**src/rtl/hazard_scoreboard.sv**
```systemverilog
// hazard_scoreboard: per-register pending-write counts for the decode stage.
// Drives stall/issue/bubble from operand and destination busy state.
module hazard_scoreboard #(
  parameter bit ZERO_REG_HARDWIRED = 1'b1,
  parameter bit RF_WRITE_FIRST = 1'b1,
  parameter int MAX_PENDING = 3
) (
  input  logic        clk,
  input  logic        rst,
  input  logic        i_ID_Valid,
  input  logic [15:0] i_Instruction,
  input  logic        i_Sig_RegDst,
  input  logic        i_Sig_ALUSrc,
  input  logic        i_Sig_RegWrite,
  input  logic        i_Sig_MemWrite,
  input  logic        i_Sig_Branch,
  input  logic        i_Flush,
  input  logic        i_WB_RegWrite,
  input  logic [2:0]  i_WB_Write_Register,
  input  logic        i_Kill_Valid,
  input  logic [2:0]  i_Kill_Register,
  output logic        o_Stall,
  output logic        o_Issue,
  output logic        o_Bubble,
  output logic [7:0]  o_Busy_Mask,
  output logic        o_Error
);

  logic [1:0] cnt [8];
  logic [1:0] cnt_nxt [8];
  logic [7:0] busy;
  logic [7:0] under;
  logic [2:0] rs, rt, rd, dst;
  logic       rt_used;
  logic       hazard, full;
  logic       unused_bits;

  assign rs = i_Instruction[12:10];
  assign rt = i_Instruction[9:7];
  assign rd = i_Instruction[6:4];
  assign dst = i_Sig_RegDst ? rd : rt;
  assign rt_used = !i_Sig_ALUSrc | i_Sig_MemWrite | i_Sig_Branch;
  assign unused_bits = ^{i_Instruction[15:13], i_Instruction[3:0]};

  // Busy per register; a retiring last write no longer blocks readers.
  always_comb begin
    busy = '0;
    for (int r = 0; r < 8; r++) begin
      logic ret;
      ret = (i_WB_RegWrite && i_WB_Write_Register == 3'(r)) ||
            (i_Kill_Valid && i_Kill_Register == 3'(r));
      busy[r] = (cnt[r] != 2'd0) &&
                !(RF_WRITE_FIRST && cnt[r] == 2'd1 && ret);
    end
    if (ZERO_REG_HARDWIRED) busy[0] = 1'b0;
  end

  // Issue decision: source hazards and destination saturation.
  always_comb begin
    hazard = busy[rs] | (rt_used & busy[rt]);
    full = i_Sig_RegWrite && (cnt[dst] == 2'(MAX_PENDING));
    o_Issue = !rst & i_ID_Valid & !i_Flush & !hazard & !full;
    o_Stall = !rst & i_ID_Valid & !i_Flush & (hazard | full);
    o_Bubble = !o_Issue;
  end

  // Next counts: increment on issue, decrement on retire and kill.
  always_comb begin
    under = '0;
    for (int r = 0; r < 8; r++) begin
      logic [2:0] sum;
      logic [2:0] dec;
      sum = {1'b0, cnt[r]} +
            {2'b0, o_Issue & i_Sig_RegWrite & (dst == 3'(r))};
      dec = {2'b0, i_WB_RegWrite & (i_WB_Write_Register == 3'(r))} +
            {2'b0, i_Kill_Valid & (i_Kill_Register == 3'(r))};
      if (sum < dec) begin
        cnt_nxt[r] = 2'd0;
        under[r] = 1'b1;
      end else begin
        cnt_nxt[r] = 2'(sum - dec);
      end
    end
    if (ZERO_REG_HARDWIRED) begin
      cnt_nxt[0] = 2'd0;
      under[0] = 1'b0;
    end
  end

  // Count, busy mask and sticky error registers.
  always_ff @(posedge clk) begin
    if (rst) begin
      for (int r = 0; r < 8; r++) cnt[r] <= 2'd0;
      o_Busy_Mask <= 8'h00;
      o_Error <= 1'b0;
    end else begin
      for (int r = 0; r < 8; r++) begin
        cnt[r] <= cnt_nxt[r];
        o_Busy_Mask[r] <= (cnt_nxt[r] != 2'd0);
      end
      o_Error <= o_Error | (|under);
    end
  end

endmodule

```
**config.mk**
```make
export PLATFORM = sky130hd
export DESIGN_NAME = hazard_scoreboard
export DESIGN_NICKNAME = d
export VERILOG_FILES = /design/src/rtl/hazard_scoreboard.sv
export SDC_FILE = /design/constraint.sdc
export NUM_CORES = 1
export LEC_CHECK = 0
export BUFFER_PORTS_ARGS = -buffer_cell sky130_fd_sc_hd__buf_2
export CAP_MARGIN = 10
export CORE_ASPECT_RATIO = 1.4
export CORE_MARGIN = 2
export CORE_UTILIZATION = 59
export CTS_CLUSTER_DIAMETER = 60
export CTS_CLUSTER_SIZE = 10
export DETAILED_ROUTE_END_ITERATION = 7
export PLACE_DENSITY = 0.91
export SYNTH_ARGS = -nofsm -noshare
export SYNTH_HDL_FRONTEND = slang
export SYNTH_SLANG_ARGS = --single-unit
```
**constraint.sdc**
```tcl
create_clock -name clk -period 5.4 [get_ports clk]
set_clock_uncertainty 0.1 [all_clocks]
set_input_delay 0 -clock clk [delete_from_list [all_inputs] [get_ports clk]]
set_output_delay 0 -clock clk [all_outputs]
set_load 0.02 [all_outputs]
```
# Word level (Yosys, flattened, before mapping)
# Memory sizes are Yosys's and may differ from the RTL's.
# Index checks and enable logic that the tools add are counted.
[op_classes] reduce_logical=64 shift=0 n_addsub=21 div=0 mul=0 n_eq_ne=29 magnitude_cmp=9 muxes=30 bitwise_logic=41
[ops] operator="equality test 3 bit (second input constant)" count=12
[ops] operator="2-to-1 mux 2 bit" count=15
[ops] operator="logical AND 1 bit" count=29
[ops] operator="bitwise AND 1 bit" count=28
[ops] operator="nonzero test 2 bit" count=14
[ops] operator="adder 2 x 1 -> 3 bit" count=7
[ops] operator="less-than comparator 3 x 2 -> 1 bit" count=7
[ops] operator="equality test 3 x 2 -> 1 bit (second input constant)" count=6
[ops] operator="adder 1 x 1 -> 2 bit" count=7
[ops] operator="equality test 2 x 1 -> 1 bit (second input constant)" count=7
[ops] operator="subtractor 2 bit" count=7
[ops] operator="logical NOT 1 bit" count=13
[ops] operator="OR 1 bit" count=13
[ops] operator="2-to-1 mux 1 bit" count=12
[ops] operator="equality test 3 x 1 -> 1 bit (second input constant)" count=3
[ops] operator="less-than comparator 3 x 4 -> 1 bit (second input constant)" count=2
[ops] operator="logical OR 1 bit" count=7
[ops] operator="OR reduction 7 bit" count=1
[ops] operator="binary-select mux 1 bit (select 3 bit)" count=2
[ops] operator="2-to-1 mux 3 bit" count=1
[ops] operator="equality test 2 bit (second input constant)" count=1
[word_totals] latch_bits=0 inputBits=33 mem_bits_ro=0 elab_cells=198 mem_bits_rw=16 mem_count=1 out_inout_bits=12 ff_bits=9
[mem_list] name="cnt" words=8 width=2 read_ports=8 rd_ports_with_merged_regs=0 write_ports=8 line_no="29" text="logic [1:0] cnt [8];"

# Logic depth before layout (Yosys ltp)
[depth] depth_word=20 ltp_mapped=16 mapped_depth_nobuf=16

# Worst setup path after synthesis
# Ideal clock, no wire load.
[synth_path] kind="input -> register" start="input i_Kill_Register[1]" end="register o_Busy_Mask[1]" required_ns=5.177 slack_ns=2.367 setup_ns=0.123 arrival_time_ns=2.810 path_stages=12 path_buffers=0 path_cell_list="or3_1 > ha_1 > a21oi_1 > nor3b_1 > a211oi_1 > o21ai_1 > a2111oi_2 > ha_1 > fa_1 > xor2_1 > nor3b_1 > or2_2"
[synth_via] elab_chain_len=19 word_cells_on_any_way=60 cone_classes="add/sub (3); order compare (1); eq/ne (7); mux (5); bitwise (7); reduce/logical (37)"
[synth_lines] item="start: declaration" line_no="21" text="input logic [2:0] i_Kill_Register,"
[synth_lines] item="equality test 3 x 1 -> 1 bit, or another cell as far along" line_no="51, 76"
[synth_lines] item="logical AND 1 bit" line_no="51" text="(i_Kill_Valid && i_Kill_Register == 3'(r));"
[synth_lines] item="logical OR 1 bit" line_no="50" text="ret = (i_WB_RegWrite && i_WB_Write_Register == 3'(r)) ||"
[synth_lines] item="logical AND 1 bit" line_no="53" text="!(RF_WRITE_FIRST && cnt[r] == 2'd1 && ret);"
[synth_lines] item="logical NOT 1 bit" line_no="53"
[synth_lines] item="logical AND 1 bit" line_no="52" text="busy[r] = (cnt[r] != 2'd0) &&"
[synth_lines] item="binary-select mux 1 bit (select 3 bit)" line_no="60" text="hazard = busy[rs] | (rt_used & busy[rt]);"
[synth_lines] item="2-to-1 mux 1 bit (not written as such)" line_no="60"
[synth_lines] item="bitwise AND 1 bit" line_no="60"
[synth_lines] item="OR 1 bit" line_no="60"
[synth_lines] item="logical NOT 1 bit" line_no="62" text="o_Issue = !rst & i_ID_Valid & !i_Flush & !hazard & !full;"
[synth_lines] item="bitwise AND 1 bit (2 in series)" line_no="62"
[synth_lines] item="bitwise AND 1 bit (2 in series)" line_no="74" text="{2'b0, o_Issue & i_Sig_RegWrite & (dst == 3'(r))};"
[synth_lines] item="adder 2 x 1 -> 3 bit" line_no="73" text="sum = {1'b0, cnt[r]} +"
[synth_lines] item="less-than comparator 3 x 2 -> 1 bit or subtractor 2 bit (tied branches)" line_no="77, 81"
[synth_lines] item="2-to-1 mux 2 bit *" line_no="77" text="if (sum < dec) begin"
[synth_lines] item="nonzero test 2 bit *" line_no="99" text="o_Busy_Mask[r] <= (cnt_nxt[r] != 2'd0);"
[synth_lines] item="end signal: indexed assignment" line_no="99"
[synth_lines] item="end: declaration" line_no="25" text="output logic [7:0] o_Busy_Mask,"
# Every way passes the cells marked *; elsewhere a longest branch is shown, timed or not. The select of a mux whose other input is x is not followed.
# A chain may end at the register's enable or synchronous reset.

==> flow_summary.ini <==
[status]
status = finished clean

[cts]
cts_tree = built
insertion_delay_ns = 0.27
cts-buffers-inserted = 3
clkTransAtPathRegs_ns = 0.08
hold_buffers = 0
clockBufferDepth = 2
clock-root-buffer = clkbuf_8
postCtsResizedCells = 0
clock_sinks = 22
h-tree-depth = 1
cts_setup_buffers = 0

[logic_synthesis]
syn-num-nets = 303
ys_top_cells_by_count = ha_1, inv_1, dfxtp_1
ys_async_sr_fraction_pct = 0
ys_ff_latch = 22
synth_edf_count = 0
synthTopCellsByArea = dfxtp_1, ha_1, fa_1
synth_most_common_cell = ha_1
synth_flop_cell = dfxtp_1
synth_largest_area_cell = dfxtp_1
ys_seq_area_share_pct = 21.70
syn_avg_cell_area_um2 = 8.901
ys_types = 44
yosys_warnings = 0
yosys.area.top_type_share_pct = 21.70
netlist_area_um2 = 2029
netlist_instances = 228

[die]
rows = 25
start_util_pct = 60.64
die_h_um = 73.40
die_x_um = 53.57
boundaryPins = 45
dieArea_um2 = 3931
core_um2 = 3347

[pwr]
powerDensity_nw_per_um2 = 172.1
p_leak_nw = 1.114
power_mw = 0.3938
vdd_ir_drop_max_mv = 0.1397

[finish]
diodes = 0
layout.nets = 340
area_delta_synth_final_pct = 12.76
fillers = 251
drive_gt1_share_pct = 21.97

[route]
post-route-drc-count = 0
via_per_inst = 5.717
drt_first_pass_iters = 4
wl_um = 4310
routedWlPerCell_um = 14.18
via_count = 1738
first_iter_violations = 41
ant_nets = 0

[grt]
antenna_found_initial = 0
grt_pass1_wl_um = 7279
grt_pass1_vias = 1755
grt_usage_pct = 24.68
grt_max_degree = 18
gr-total-overflow = 0

[sta]
layout_min_cycle_time_ns = 3.452
hold_violations = 0
period_share_pct = 63.93
setup_viol = 0
achievable-frequency_mhz = 289.7
rsz0062_at_grt = false
fin_tns_setup_ns = 0
maxSlewViolCount = 0

[setup_path]
setup.worst_path.start_class = flop
crit_type = reg -> reg
ff2ff_path_depth = 11
cp_slowest_cell = fa_1
slowest_delay_ns = 0.55
crit_chain = a21oi_1 > mux2_2 > a311o_2 > o2111ai_2 > nor4_1 > ha_1 > fa_1 > nor3b_1 > nor2_1 > nor4_1 > a21oi_1
crit_fanout = 5
arrival_ns = 3.50
end_kind = flop
cp.required_ns = 5.44

[min_path]
hold_depth = 2
hp-class = in -> reg

[place]
io_buffer_count = 36
gp_congestion = 0.9164
hpwlAfterDp_um = 3535

[job]
max-cap-violations = 0
==> critical path: cells and delay by family, from the launching register on <==
family / cells / cell delay [ns]
AOI/OAI and AO/OA: 4 / 0.90
and+or+nand+nor: 4 / 0.83
adders and majority gates: 2 / 0.78
DFF: 1 / 0.42
muxes: 1 / 0.28
==> cell families after synthesis <==
logic type,share of synthesized area (%)
buf+inv,6.658
compound gates,9.309
flops,21.70
xor+xnor,3.021
fa+ha+maj,28.48
other cells,0.1848
simple gates,24.66
mux,5.980
==> power breakdown <==
group / switching (mW) / total (mW) / leakage (nW) / internal [mW]
sequential: 0.00484 / 0.175 / 0.179 / 0.171
combinational: 0.0571 / 0.0988 / 0.906 / 0.0417
clock: 0.0545 / 0.120 / 0.0288 / 0.0651
==> layout make-up <==
class                      count  area [um2]  area share (%)
multi-input combinational    173        1454           63.53
sequential                    22       440.4           19.25
timing repair buffer          36       180.2           7.873
inverter                      29       108.9           4.757
clock buffer                   4       55.05           2.406
tap                           40       50.05           2.187
==> cell usage in the layout (no fill, tap or decap), drive strengths merged, types with 5 or more instances in the layout <==
cell type / netlist / final
a21oi: 8 / 8
buf: 2 / 36
dfxtp: 22 / 22
fa: 7 / 7
ha: 35 / 35
inv: 29 / 29
mux2i: 5 / 5
nand2: 10 / 10
nand3: 5 / 5
nor2: 15 / 15
nor3: 15 / 15
nor3b: 16 / 16
or2: 7 / 7
xor2: 7 / 7
==> flip-flops by register name, indices dropped and copies added, names as in the netlist <==
name         cells
cnt             14
o_Error          1
o_Busy_Mask      7
==> layer usage <==
layer  GRT usage (%)  up-vias  wire, um
met1           28.55      812      1763
met5               0        -         0
li1                -      857         -
met2           43.76       56      2216
met4           11.97        0       135
met3           2.642       13       195
==> path summary, 6_finish.rpt <==
| kind | start | to | slack, ns |
|---|---|---|---|
| min reg2reg | o_Error | o_Error | 0.43 |
| max reg2reg | cnt[7][1] | o_Error | 1.95 |
| max | cnt[7][1] | o_Error | 1.95 |
| min | rst | o_Error | 0.01 |
==> metrics by stage <==
step	hold WS (ns)	std cells	util (%)	worst slack [ns]	area (um2)
6_report	0.01453	304	68.37	1.948	2288
5_1_grt	0.06914	304	68.37	1.808	2288
4_1_cts	0.01886	304	68.37	1.992	2288
3_5_place_dp	0.2814	300	66.73	1.767	2233
3_3_place_gp	0.2745	300	66.73	1.862	2233
2_1_floorplan	0.08898	228	-	2.367	2029
No activity file was read; power rests on OpenSTA's default activity.
